===== src/rtl/riscv_v_mul_seq.sv =====
// Vector multiply sequencer: walks an LMUL register group through the multiplier, one chunk per register.
// States: IDLE wait request | READ rf read | OPND operand capture | EXEC result capture | WB write-back.
// Define RISCV_V_MUL_SEQ_RESULT_REG_EN to register the multiplier result in EXEC (4 cycles/chunk, else 3).
module riscv_v_mul_seq #(
  parameter int DATA_WIDTH = 128,
  parameter int MAX_CHUNKS = 8,
  parameter int REG_IDX_W  = 5
) (
  input  logic                  clk_i,
  input  logic                  rst_n_i,
  input  logic                  flush_i,
  input  logic                  req_valid_i,
  output logic                  req_ready_o,
  input  logic                  req_is_high_i,
  input  logic                  req_is_signed_i,
  input  logic [3:0]            req_osize_i,
  input  logic [3:0]            req_num_chunks_i,
  input  logic [REG_IDX_W-1:0]  req_vs1_i,
  input  logic [REG_IDX_W-1:0]  req_vs2_i,
  input  logic [REG_IDX_W-1:0]  req_vd_i,
  output logic                  rf_rd_en_o,
  output logic [REG_IDX_W-1:0]  rf_rd_idx_a_o,
  output logic [REG_IDX_W-1:0]  rf_rd_idx_b_o,
  input  logic [DATA_WIDTH-1:0] rf_rdata_a_i,
  input  logic [DATA_WIDTH-1:0] rf_rdata_b_i,
  output logic                  mul_is_mul_o,
  output logic                  mul_is_high_o,
  output logic                  mul_is_signed_o,
  output logic [3:0]            mul_osize_o,
  output logic [DATA_WIDTH-1:0] mul_srca_o,
  output logic [DATA_WIDTH-1:0] mul_srcb_o,
  input  logic [DATA_WIDTH-1:0] mul_result_i,
  output logic                  wb_valid_o,
  input  logic                  wb_ready_i,
  output logic [REG_IDX_W-1:0]  wb_vd_o,
  output logic [DATA_WIDTH-1:0] wb_data_o,
  output logic                  wb_last_o,
  output logic                  busy_o
);

  localparam logic [2:0] S_IDLE = 3'd0;
  localparam logic [2:0] S_READ = 3'd1;
  localparam logic [2:0] S_OPND = 3'd2;
`ifdef RISCV_V_MUL_SEQ_RESULT_REG_EN
  localparam logic [2:0] S_EXEC = 3'd3;
`endif
  localparam logic [2:0] S_WB   = 3'd4;
  localparam logic [3:0] MAX_N  = 4'(MAX_CHUNKS);

  logic [2:0]            state_q, state_d;
  logic [3:0]            k_q, k_d;
  logic [3:0]            num_q, num_d;
  logic [REG_IDX_W-1:0]  vs1_q, vs1_d, vs2_q, vs2_d, vd_q, vd_d;
  logic                  hi_q, hi_d, sg_q, sg_d;
  logic [3:0]            os_q, os_d;
  logic                  mul_is_mul_q, mul_is_mul_d;
  logic                  mul_hi_q, mul_hi_d, mul_sg_q, mul_sg_d;
  logic [3:0]            mul_os_q, mul_os_d;
  logic [DATA_WIDTH-1:0] srca_q, srca_d, srcb_q, srcb_d;
  logic [REG_IDX_W-1:0]  wb_vd_q, wb_vd_d;
  logic                  wb_last_q, wb_last_d;
`ifdef RISCV_V_MUL_SEQ_RESULT_REG_EN
  logic [DATA_WIDTH-1:0] wb_data_q, wb_data_d;
`endif

  logic [REG_IDX_W-1:0] k_ext;
  logic                 k_is_last;
  logic [3:0]           req_num;

  assign k_ext     = REG_IDX_W'(k_q);
  assign k_is_last = (k_q == num_q - 4'd1);
  assign req_num   = (req_num_chunks_i == 4'd0) ? 4'd1 :
                     (req_num_chunks_i > MAX_N) ? MAX_N : req_num_chunks_i;

  always_comb begin
    state_d      = state_q;
    k_d          = k_q;
    num_d        = num_q;
    vs1_d        = vs1_q;
    vs2_d        = vs2_q;
    vd_d         = vd_q;
    hi_d         = hi_q;
    sg_d         = sg_q;
    os_d         = os_q;
    mul_is_mul_d = mul_is_mul_q;
    mul_hi_d     = mul_hi_q;
    mul_sg_d     = mul_sg_q;
    mul_os_d     = mul_os_q;
    srca_d       = srca_q;
    srcb_d       = srcb_q;
    wb_vd_d      = wb_vd_q;
    wb_last_d    = wb_last_q;
`ifdef RISCV_V_MUL_SEQ_RESULT_REG_EN
    wb_data_d    = wb_data_q;
`endif
    case (state_q)
      S_IDLE: begin
        if (req_valid_i) begin
          hi_d    = req_is_high_i;
          sg_d    = req_is_signed_i;
          os_d    = req_osize_i;
          vs1_d   = req_vs1_i;
          vs2_d   = req_vs2_i;
          vd_d    = req_vd_i;
          num_d   = req_num;
          k_d     = 4'd0;
          state_d = S_READ;
        end
      end
      S_READ: state_d = S_OPND;
      S_OPND: begin
        srca_d       = rf_rdata_a_i;
        srcb_d       = rf_rdata_b_i;
        mul_is_mul_d = 1'b1;
        mul_hi_d     = hi_q;
        mul_sg_d     = sg_q;
        mul_os_d     = os_q;
`ifdef RISCV_V_MUL_SEQ_RESULT_REG_EN
        state_d      = S_EXEC;
`else
        wb_vd_d      = vd_q + k_ext;
        wb_last_d    = k_is_last;
        state_d      = S_WB;
`endif
      end
`ifdef RISCV_V_MUL_SEQ_RESULT_REG_EN
      S_EXEC: begin
        wb_data_d = mul_result_i;
        wb_vd_d   = vd_q + k_ext;
        wb_last_d = k_is_last;
        state_d   = S_WB;
      end
`endif
      S_WB: begin
        if (wb_ready_i) begin
          if (wb_last_q) begin
            mul_is_mul_d = 1'b0;
            state_d      = S_IDLE;
          end else begin
            k_d     = k_q + 4'd1;
            state_d = S_READ;
          end
        end
      end
      default: state_d = S_IDLE;
    endcase
    // Flush wins over everything, including an IDLE request or a WB handshake.
    if (flush_i) begin
      state_d      = S_IDLE;
      mul_is_mul_d = 1'b0;
      k_d          = 4'd0;
    end
  end

  always_ff @(posedge clk_i or negedge rst_n_i) begin
    if (!rst_n_i) begin
      state_q      <= S_IDLE;
      k_q          <= '0;
      num_q        <= '0;
      vs1_q        <= '0;
      vs2_q        <= '0;
      vd_q         <= '0;
      hi_q         <= 1'b0;
      sg_q         <= 1'b0;
      os_q         <= '0;
      mul_is_mul_q <= 1'b0;
      mul_hi_q     <= 1'b0;
      mul_sg_q     <= 1'b0;
      mul_os_q     <= '0;
      srca_q       <= '0;
      srcb_q       <= '0;
      wb_vd_q      <= '0;
      wb_last_q    <= 1'b0;
`ifdef RISCV_V_MUL_SEQ_RESULT_REG_EN
      wb_data_q    <= '0;
`endif
    end else begin
      state_q      <= state_d;
      k_q          <= k_d;
      num_q        <= num_d;
      vs1_q        <= vs1_d;
      vs2_q        <= vs2_d;
      vd_q         <= vd_d;
      hi_q         <= hi_d;
      sg_q         <= sg_d;
      os_q         <= os_d;
      mul_is_mul_q <= mul_is_mul_d;
      mul_hi_q     <= mul_hi_d;
      mul_sg_q     <= mul_sg_d;
      mul_os_q     <= mul_os_d;
      srca_q       <= srca_d;
      srcb_q       <= srcb_d;
      wb_vd_q      <= wb_vd_d;
      wb_last_q    <= wb_last_d;
`ifdef RISCV_V_MUL_SEQ_RESULT_REG_EN
      wb_data_q    <= wb_data_d;
`endif
    end
  end

  assign req_ready_o     = (state_q == S_IDLE) && !flush_i;
  assign rf_rd_en_o      = (state_q == S_READ);
  assign rf_rd_idx_a_o   = vs1_q + k_ext;
  assign rf_rd_idx_b_o   = vs2_q + k_ext;
  assign mul_is_mul_o    = mul_is_mul_q;
  assign mul_is_high_o   = mul_hi_q;
  assign mul_is_signed_o = mul_sg_q;
  assign mul_osize_o     = mul_os_q;
  assign mul_srca_o      = srca_q;
  assign mul_srcb_o      = srcb_q;
  assign wb_valid_o      = (state_q == S_WB);
  assign wb_vd_o         = wb_vd_q;
  assign wb_last_o       = wb_last_q;
  assign busy_o          = (state_q != S_IDLE);
`ifdef RISCV_V_MUL_SEQ_RESULT_REG_EN
  assign wb_data_o       = wb_data_q;
`else
  // Operands and controls hold through WB, so the combinational product is stable there.
  assign wb_data_o       = wb_valid_o ? mul_result_i : '0;
`endif

endmodule


===== config.mk =====
export PLATFORM = sky130hd
export DESIGN_NAME = riscv_v_mul_seq
export DESIGN_NICKNAME = d
export VERILOG_FILES = /design/src/rtl/riscv_v_mul_seq.sv
export SDC_FILE = /design/constraint.sdc
export NUM_CORES = 1
export LEC_CHECK = 0
export ABC_AREA = 1
export CORE_AREA = 4 4 318 320
export CTS_BUF_LIST = sky130_fd_sc_hd__clkbuf_8
export DETAILED_ROUTE_END_ITERATION = 10
export DIE_AREA = 0 0 322 324
export GPL_ROUTABILITY_DRIVEN = 0
export HOLD_SLACK_MARGIN = 0.12
export MAX_ROUTING_LAYER = met4
export PLACE_DENSITY_LB_ADDON = 0.12
export SLEW_MARGIN = 15
export SYNTH_ARGS = -nofsm -noshare
export SYNTH_HDL_FRONTEND = slang
export SYNTH_SLANG_ARGS = --single-unit
export TNS_END_PERCENT = 30

===== constraint.sdc =====
create_clock -name clk_i -period 4.8 [get_ports clk_i]
set_clock_uncertainty 0.15 [all_clocks]
set_input_delay 0.96 -clock clk_i [delete_from_list [all_inputs] [get_ports clk_i]]
set_output_delay 0.96 -clock clk_i [all_outputs]
set_load 0.02 [all_outputs]

==> impl_table.tex, run 1 <==
\begin{tabular}{lr}
\hline
Metric & Value \\
\hline
\multicolumn{2}{l}{\textbf{Worst setup path}} \\
\quad Worst reg2reg setup slack & around 2200 ps \\
\quad Critical path fanouts, max & between 80 and 90 \\
\quad Kind of end point of the critical path & output port \\
\quad Worst Path Arrival & 3300 ps \\
\quad Crit path required time & between 3000 and 4000 ps \\
\quad Depth of the worst register-to-register path & 7 \\
\quad Category of the most critical setup path & reg -> out \\
\quad Critical path startpoint category & flip-flop \\
\multicolumn{2}{l}{\textbf{Pwr}} \\
\quad Sequential group share of total power & 0.336 \\
\quad Peak supply drop & just over 0.2 mV \\
\quad Internal power & 0.00761 W \\
\quad Switching power summed over all nets & approximately 0.0048 W \\
\quad Relative contribution of the clock network to total power & 0.220 \\
\quad Switching power as a share of total power & 0.389 \\
\quad Power Density & around 520 nW/um2 \\
\quad Leakage power total & 11.5 nW \\
\quad Fraction of power consumed by combinational cells & 0.443 \\
\multicolumn{2}{l}{\textbf{Clocking}} \\
\quad CTS hold repair buffers & 1 \\
\quad Number of instances resized during post-cts repair & 0 \\
\quad Clock transition time at the flip-flop clock pins of the worst setup and hold paths & around 50 ps \\
\quad Number of buffers inserted during clock tree synthesis & 67 \\
\quad Cell at the root of the clock tree & sky130\_fd\_sc\_hd\_\_clkbuf\_8 \\
\quad Clock tree from TritonCTS & done \\
\quad TritonCTS sink count & roughly 300 \\
\quad H-tree depth & 3 \\
\quad Clock network latency to the later pin of the worst-skew pair & $\sim$640 ps \\
\quad Maximum clock path buffer count & 3 \\
\quad Post-CTS Repair Setup Buffers & 0 \\
\multicolumn{2}{l}{\textbf{Timing}} \\
\quad Number of failing hold endpoints at the final stage & 0 \\
\quad Shortest clock period the worst path allows after layout & approximately 4400 ps \\
\quad Setup repair after global routing missed its margin & no \\
\quad Count of final max-slew check failures & 0 \\
\quad Final worst-path cycle share & 0.918 \\
\quad Total Negative Setup Slacks & 0 ps \\
\quad Slew of the pin with the lowest slew margin & approximately 1000 ps \\
\quad Hold Slack & 315 ps \\
\quad Achievable Freq & 227 MHz \\
\quad Final setup violation count & 0 \\
\quad Worst relative slew slack & 0.327 \\
\multicolumn{2}{l}{\textbf{Synthesis}} \\
\quad EDFF count, synth & 0 \\
\quad Dominant synthesized flop cell & sky130\_fd\_sc\_hd\_\_dfrtp\_1 \\
\quad Share of the synthesized area in the top cell type & 0.580 \\
\quad Top cells by area, synth & sky130\_fd\_sc\_hd\_\_dfrtp\_1 58\%, sky130\_fd\_sc\_hd\_\_nand2\_1 25\%, sky130\_fd\_sc\_hd\_\_inv\_1 4.5\% \\
\quad Cell type contributing the most total cell area after synthesis & sky130\_fd\_sc\_hd\_\_dfrtp\_1 \\
\quad Number of standard cells after synthesis & between 1500 and 2000 \\
\quad Summed instance area of the synthesized netlist & 13000 um2 \\
\quad Warnings from Yosys & 0 \\
\quad Seq/Total Area, Yosys & 0.580 \\
\quad Flip-flop and latch count after synthesis & 301 \\
\quad Cell variety after synth & 28 \\
\quad Asr flop ratio synth & 1.00 \\
\quad Synthesized area per cell & roughly 8.0 um2 \\
\quad Total nets after synthesis & roughly 2000 \\
\multicolumn{2}{l}{\textbf{Die}} \\
\quad Placeable core region & roughly 100000 um2 \\
\quad Number of rows in the core area & approximately 120 \\
\quad Boundary Pins & 825 \\
\quad Initial core utilization & 0.132 \\
\quad X dimension of the die & approximately 320 um \\
\quad Die H & between 300 and 400 um \\
\quad Die Footprint & between 100000 and 150000 um2 \\
\multicolumn{2}{l}{\textbf{Place}} \\
\quad Number of buffers added on ports & approximately 820 \\
\quad Hpwl dp & $\sim$53000 um \\
\quad Instance count after placement with tap cells included & 3675 \\
\quad Standard cell area after detailed placement & about 23000 um2 \\
\multicolumn{2}{l}{\textbf{Finish}} \\
\quad Most common cell after layout, fill and taps aside & sky130\_fd\_sc\_hd\_\_nand2\_1 \\
\quad Layout net count & 2889 \\
\quad Count of fill cells added during filler insertion & about 11000 \\
\quad Sequential cell area & around 7500 um2 \\
\quad Footprint of the multi-input gates & approximately 4400 um2 \\
\quad Layout overhead on the synthesized area & 83.5\% \\
\quad Post-route design area & 23900 um2 \\
\quad Most frequent cells in the layout & 865 x sky130\_fd\_sc\_hd\_\_nand2\_1, 823 x sky130\_fd\_sc\_hd\_\_clkdlybuf4s50\_1, 301 x sky130\_fd\_sc\_hd\_\_dfrtp\_1 \\
\quad Post-route insts no fill & approximately 3800 \\
\quad Share of cells above drive strength 1 & 0.0432 \\
\multicolumn{2}{l}{\textbf{Global routing}} \\
\quad Met2 usage in global routing & 0.219 \\
\quad Wire length of the first global-routing pass & between 90000 and 100000 um \\
\quad Total GRT Usage & 0.130 \\
\quad Via count of the first global-routing pass & between 10000 and 15000 \\
\quad Number of antenna violations at the first check in global routing & 11 \\
\quad Global routing usage on met3 & 0.0530 \\
\quad Met1 track demand over resource in global routing & 0.140 \\
\quad Grt total ovfl & 0 \\
\quad Global-route layer with the greatest usage & met2 \\
\quad Pin count of the biggest net entering global routing & roughly 150 \\
\multicolumn{2}{l}{\textbf{Routing}} \\
\quad DR DRC count & 0 \\
\quad Average detailed-routed wire length per instance & between 15 and 20 um \\
\quad Number of detailed-route iterations in the first pass & 4 \\
\quad Vias after detailed routing & 13100 \\
\quad Remaining antenna violation count & 0 \\
\quad Detailed Route Iter0 Violations & around 600 \\
\quad Final Routed Wirelength & approximately 69000 um \\
\quad Ratio of routed vias to standard cells & $\sim$3.5 \\
\multicolumn{2}{l}{\textbf{Hold path}} \\
\quad Class of the worst hold path & reg -> reg \\
\quad Count of cells along the worst hold path & 2 \\
\multicolumn{2}{l}{\textbf{Run}} \\
\quad Max capacitance violation total & 0 \\
\multicolumn{2}{l}{\textbf{Run status}} \\
\quad Run status & finished clean \\
\hline
\end{tabular}
-- registers in the layout, summed over array words and instances, names as in the netlist --
name,count
hi_q,1
mul_is_signed_o,1
k_q,4
vs1_q,5
wb_vd_o,5
state_q,3
vd_q,5
mul_srca_o,128
mul_is_high_o,1
mul_srcb_o,128
num_q,4
sg_q,1
os_q,4
mul_osize_o,4
wb_last_o,1
mul_is_mul_o,1
vs2_q,5
-- final cells by class --
class                      count  share of cell area
tap                         1287              0.0675
antenna                        9            0.000944
multi-input combinational   1089               0.185
clock buffer                  78              0.0450
timing repair buffer         840               0.353
inverter                     159              0.0253
sequential                   301               0.316
clock inverter                33             0.00724
-- worst max-delay path, stage by stage, from the launching register on --
cell	delay (ps)
sky130_fd_sc_hd__dfrtp_1	400
sky130_fd_sc_hd__nor2_1	390
sky130_fd_sc_hd__nand2_4	530
sky130_fd_sc_hd__buf_4	480
sky130_fd_sc_hd__nor2_1	170
sky130_fd_sc_hd__clkdlybuf4s50_1	640
-- metal layers --
layer  vias up  wire length (um)
li1       6481                 -
met2       478             34300
met3        90              6760
met1      6098             26400
met4         0              1540
met5         -                 0
-- path summary, 6_finish.rpt --
check                                startpoint         endpoint
worst max-delay path                 state_q[1]    wb_data_o[47]
worst min-delay path            mul_srca_o[120]  mul_srca_o[120]
worst max register to register       state_q[0]   mul_srcb_o[62]
worst min register to register  mul_srca_o[120]  mul_srca_o[120]
max in group asynchronous               rst_n_i  mul_srca_o[101]
min in group asynchronous               rst_n_i    mul_srca_o[5]
-- synthesized netlist by cell type (2+ instances only) --
master                     number
sky130_fd_sc_hd__a21oi_1        7
sky130_fd_sc_hd__buf_2         50
sky130_fd_sc_hd__buf_4          3
sky130_fd_sc_hd__buf_6         12
sky130_fd_sc_hd__clkbuf_1      11
sky130_fd_sc_hd__dfrtp_1      301
sky130_fd_sc_hd__fa_1           3
sky130_fd_sc_hd__ha_1          14
sky130_fd_sc_hd__inv_1        157
sky130_fd_sc_hd__nand2_1      866
sky130_fd_sc_hd__nand3_1       18
sky130_fd_sc_hd__nand3b_1       2
sky130_fd_sc_hd__nand4_1        4
sky130_fd_sc_hd__nor2_1       133
sky130_fd_sc_hd__nor3_1         2
sky130_fd_sc_hd__o21ai_0       23
sky130_fd_sc_hd__o22ai_1        3
sky130_fd_sc_hd__xor2_1         7
-- cell families (layout without fill, tap and decap cells) --
group,count (synthesis),after routing,synth area share
adder cells (fa/ha/maj),17,17,0.0181
buffers and inverters,236,1110,0.0808
AND/OR/NAND/NOR,1029,1029,0.302
other,0,9,0
XOR/XNOR,8,8,0.00539
flip-flops,301,301,0.580
AO/OA/AOI/OAI,35,35,0.0143
-- stage by stage --
step | worst slack, ps | total power (W) | utilization
global route | 23.8 | 0.0134 | 0.243
finish | 391 | 0.0124 | 0.243
global placement | 1120 | 0.00986 | 0.230
detailed placement | 1020 | 0.00986 | 0.230
CTS | 257 | 0.0128 | 0.243
floorplan | 2010 | 0.00655 | -
-- power groups by stage --
stage / clock network [W] / registers, W / logic [W]
final: 0.00274 / 0.00419 / 0.00551
after global routing: 0.00307 / 0.00434 / 0.00595
after CTS: 0.00295 / 0.00420 / 0.00566
after detailed placement: 0 / 0.00422 / 0.00564
after global placement: 0 / 0.00420 / 0.00566
after floorplan: 0 / 0.00545 / 0.00110
(Power assumes the default switching activity.)
==> inputs of run 2 (changes only) <==
Settings changed: CORE_AREA 4 4 318 320 to 2 2 325 327, DIE_AREA 0 0 322 324 to 0 0 327 329.
==> impl_table.tex, run 2 (same netlist as run 1, synthesis figures left out) <==
\begin{tabular}{lr}
\hline
Metric & Value \\
\hline
\multicolumn{2}{l}{\textbf{Run status}} \\
\quad Run status & finished clean \\
\multicolumn{2}{l}{\textbf{Routing}} \\
\quad DR DRC count & 0 (unchanged) \\
\quad Detailed Route Iter0 Violations & 614 (+1.8\%) \\
\quad Final Routed Wirelength & 69400 um (+0.70\%) \\
\quad Average detailed-routed wire length per instance & 17.8 um (-2.2\%) \\
\quad Ratio of routed vias to standard cells & 3.43 (-1.0\%) \\
\quad Remaining antenna violation count & 0 (unchanged) \\
\quad Vias after detailed routing & 13400 (+1.9\%) \\
\quad Number of detailed-route iterations in the first pass & 5 (+1) \\
\multicolumn{2}{l}{\textbf{Clocking}} \\
\quad Cell at the root of the clock tree & sky130\_fd\_sc\_hd\_\_clkbuf\_8 \\
\quad Clock tree from TritonCTS & done \\
\quad Number of instances resized during post-cts repair & 0 (unchanged) \\
\quad Clock transition time at the flip-flop clock pins of the worst setup and hold paths & 60 ps (about the same) \\
\quad Clock network latency to the later pin of the worst-skew pair & 660 ps (+20 ps) \\
\quad CTS hold repair buffers & 0 (-1) \\
\quad Post-CTS Repair Setup Buffers & 0 (unchanged) \\
\quad TritonCTS sink count & 301 (unchanged) \\
\quad Number of buffers inserted during clock tree synthesis & 68 (+1.5\%) \\
\quad Maximum clock path buffer count & 3 (unchanged) \\
\quad H-tree depth & 3 (unchanged) \\
\multicolumn{2}{l}{\textbf{Worst setup path}} \\
\quad Worst Path Arrival & 3270 ps (-30 ps) \\
\quad Kind of end point of the critical path & output port \\
\quad Critical path startpoint category & flip-flop \\
\quad Reg-to-reg endpoint & vd\_q[1] \\
\quad Endpoint of the worst setup timing path & wb\_data\_o[45] \\
\quad Number of cells on the critical path & 5 (unchanged) \\
\quad Most frequent cell on the critical path & sky130\_fd\_sc\_hd\_\_nor2\_1 \\
\quad Worst reg2reg setup slack & 2230 ps (+20 ps) \\
\quad Cell class contributing the biggest share of worst-path delay & simple AND/OR/NAND/NOR gates \\
\quad Slowest cell on the critical path & sky130\_fd\_sc\_hd\_\_clkdlybuf4s50\_1 \\
\quad Category of the most critical setup path & reg -> out \\
\quad CP startpoint & state\_q[1] \\
\quad Crit path required time & 3690 ps (about the same) \\
\quad Critical path fanouts, max & 61 (-26\%) \\
\quad R2r startpoint & state\_q[1] \\
\quad Number of buffer and inverter instances along the worst setup path & 2 (unchanged) \\
\quad Biggest cell delay along the critical path & 620 ps (-20 ps) \\
\quad Depth of the worst register-to-register path & 6 (-1) \\
\quad Crit-path cells & nor2\_1 > nand2\_4 > buf\_4 > nor2\_1 > clkdlybuf4s50\_1 \\
\multicolumn{2}{l}{\textbf{Global routing}} \\
\quad Grt total ovfl & 0 (unchanged) \\
\quad Pin count of the biggest net entering global routing & 153 (unchanged) \\
\quad Total GRT Usage & 0.128 (-0.00190) \\
\quad Number of antenna violations at the first check in global routing & 14 (+3) \\
\quad Wire length of the first global-routing pass & 98500 um (+1.5\%) \\
\quad Via count of the first global-routing pass & 13900 (-1.9\%) \\
\multicolumn{2}{l}{\textbf{Pwr}} \\
\quad Post-route total power & 0.0128 W (+2.5\%) \\
\quad Internal power & 0.00782 W (+2.8\%) \\
\quad Relative contribution of the clock network to total power & 0.238 (+0.018) \\
\quad Leakage power total & 11.6 nW (+0.77\%) \\
\quad Switching power as a share of total power & 0.387 (-0.00173) \\
\quad Switching power summed over all nets & 0.00494 W (+2.0\%) \\
\quad Peak supply drop & 0.213 mV (+5.5\%) \\
\quad Fraction of power consumed by combinational cells & 0.433 (-0.010) \\
\quad Sequential group share of total power & 0.329 (-0.007) \\
\quad Power Density & 528 nW/um2 (+1.2\%) \\
\multicolumn{2}{l}{\textbf{Die}} \\
\quad Boundary Pins & 825 (unchanged) \\
\quad Number of rows in the core area & 119 (+3.5\%) \\
\quad Die Footprint & 108000 um2 (+3.1\%) \\
\quad Die H & 329 um (+1.5\%) \\
\quad X dimension of the die & 327 um (+1.6\%) \\
\quad Placeable core region & 104000 um2 (+6.4\%) \\
\quad Initial core utilization & 0.125 (-0.00792) \\
\multicolumn{2}{l}{\textbf{Finish}} \\
\quad Post-route insts no fill & 3908 (+3.0\%) \\
\quad Footprint of the multi-input gates & 4420 um2 (unchanged) \\
\quad Count of fill cells added during filler insertion & 11500 (+6.5\%) \\
\quad Share of cells above drive strength 1 & 0.0474 (+0.00423) \\
\quad Sequential cell area & 7530 um2 (unchanged) \\
\quad Most common cell after layout, fill and taps aside & sky130\_fd\_sc\_hd\_\_nand2\_1 \\
\quad Most frequent cells in the layout & 865 x sky130\_fd\_sc\_hd\_\_nand2\_1, 823 x sky130\_fd\_sc\_hd\_\_clkdlybuf4s50\_1, 301 x sky130\_fd\_sc\_hd\_\_dfrtp\_1 \\
\quad Layout overhead on the synthesized area & 85.8\% \\
\quad Layout net count & 2890 (+0.035\%) \\
\multicolumn{2}{l}{\textbf{Place}} \\
\quad Hpwl dp & 53200 um (+0.18\%) \\
\quad Number of buffers added on ports & 824 (unchanged) \\
\quad Instance count after placement with tap cells included & 3780 (+2.9\%) \\
\multicolumn{2}{l}{\textbf{Timing}} \\
\quad Achievable Freq & 229 MHz (+0.74\%) \\
\quad Number of failing hold endpoints at the final stage & 0 (unchanged) \\
\quad Shortest clock period the worst path allows after layout & 4380 ps (-32.4 ps) \\
\quad Total Negative Setup Slacks & 0 ps (unchanged) \\
\quad Worst relative slew slack & 0.315 (-0.0112) \\
\quad Final setup violation count & 0 (unchanged) \\
\quad Slew of the pin with the lowest slew margin & 1030 ps (+16.8 ps) \\
\quad Setup repair after global routing missed its margin & no \\
\quad Count of final max-slew check failures & 0 (unchanged) \\
\quad Final worst-path cycle share & 0.912 (-0.00676) \\
\multicolumn{2}{l}{\textbf{Hold path}} \\
\quad Class of the worst hold path & in -> async \\
\multicolumn{2}{l}{\textbf{Run}} \\
\quad Max capacitance violation total & 0 (unchanged) \\
\hline
\end{tabular}
-- run 2: cell count changes in the layout (fill, tap and decap cells not counted), sizes merged --
cell | before | now
clkbuf | 78 | 86
inv | 184 | 187
clkinv | 7 | 5
buf | 16 | 17
bufinv | 0 | 1
clkinvlp | 1 | 0
diode | 9 | 8
dlygate4sd3 | 1 | 0
-- run 2: worst register-to-register path, delay by kind of cell, from the launching register on --
family	cells	cell delay [ps]
AOI/OAI and AO/OA	1	80
buffers and inverters	2	870
DFF	1	410
and+or+nand+nor	3	960
-- run 2: how the worst min path moves through the flow --
stage	end	depth (start not counted)	startpoint
floorplan	vd_q[0]	2	vd_q[0]
global placement	mul_srca_o[64]	2	mul_srca_o[64]
detailed placement	mul_srcb_o[34]	2	mul_srcb_o[34]
CTS	mul_srcb_o[109]	1	rst_n_i
global route	mul_srcb_o[109]	1	rst_n_i
finish	mul_srcb_o[109]	1	rst_n_i
-- run 2: stage by stage --
| stage | cell area, um2 | setup WS, ps | util | hold slack [ps] |
|---|---|---|---|---|
| 2_1_floorplan | 13000 | 2010 | - | 303 |
| 3_3_place_gp | 22700 | 1230 | 0.218 | 302 |
| 3_5_place_dp | 22700 | 1100 | 0.218 | 307 |
| 4_1_cts | 24100 | 317 | 0.231 | 184 |
| 5_1_grt | 24200 | 84.4 | 0.231 | 218 |
| 6_report | 24200 | 424 | 0.231 | 233 |
-- run 2: per-layer routing --
layer | up-vias | track usage | wire length, um
li1 | 6502 | - | -
met1 | 6346 | 0.155 | 29500
met2 | 467 | 0.204 | 33000
met3 | 78 | 0.0441 | 5570
met4 | 0 | 0.0330 | 1330
met5 | - | - | 0
-- run 2: power groups by stage --
stage | Clock [W] | Combinational (W) | Sequential, W
floorplan | 0 | 0.00110 | 0.00545
global placement | 0 | 0.00565 | 0.00420
detailed placement | 0 | 0.00564 | 0.00422
CTS | 0.00323 | 0.00565 | 0.00420
global route | 0.00334 | 0.00593 | 0.00433
finish | 0.00304 | 0.00553 | 0.00419
-- run 2: cell type report --
type | instances | area share
multi-input cells | 1089 | 0.183
flip-flops and latches | 301 | 0.312
diodes | 8 | 0.000829
clock inverters | 34 | 0.00886
repair buffers | 840 | 0.349
inverters | 159 | 0.0250
clock buffers | 86 | 0.0490
well taps | 1391 | 0.0721
==> inputs of run 3 (changes only) <==
Settings changed: CTS_CLUSTER_SIZE from default to 8, SKIP_LAST_GASP from default to 1.
==> results of run 3 <==
No change in the layout: final DEF, timing and power equal those of run 2.
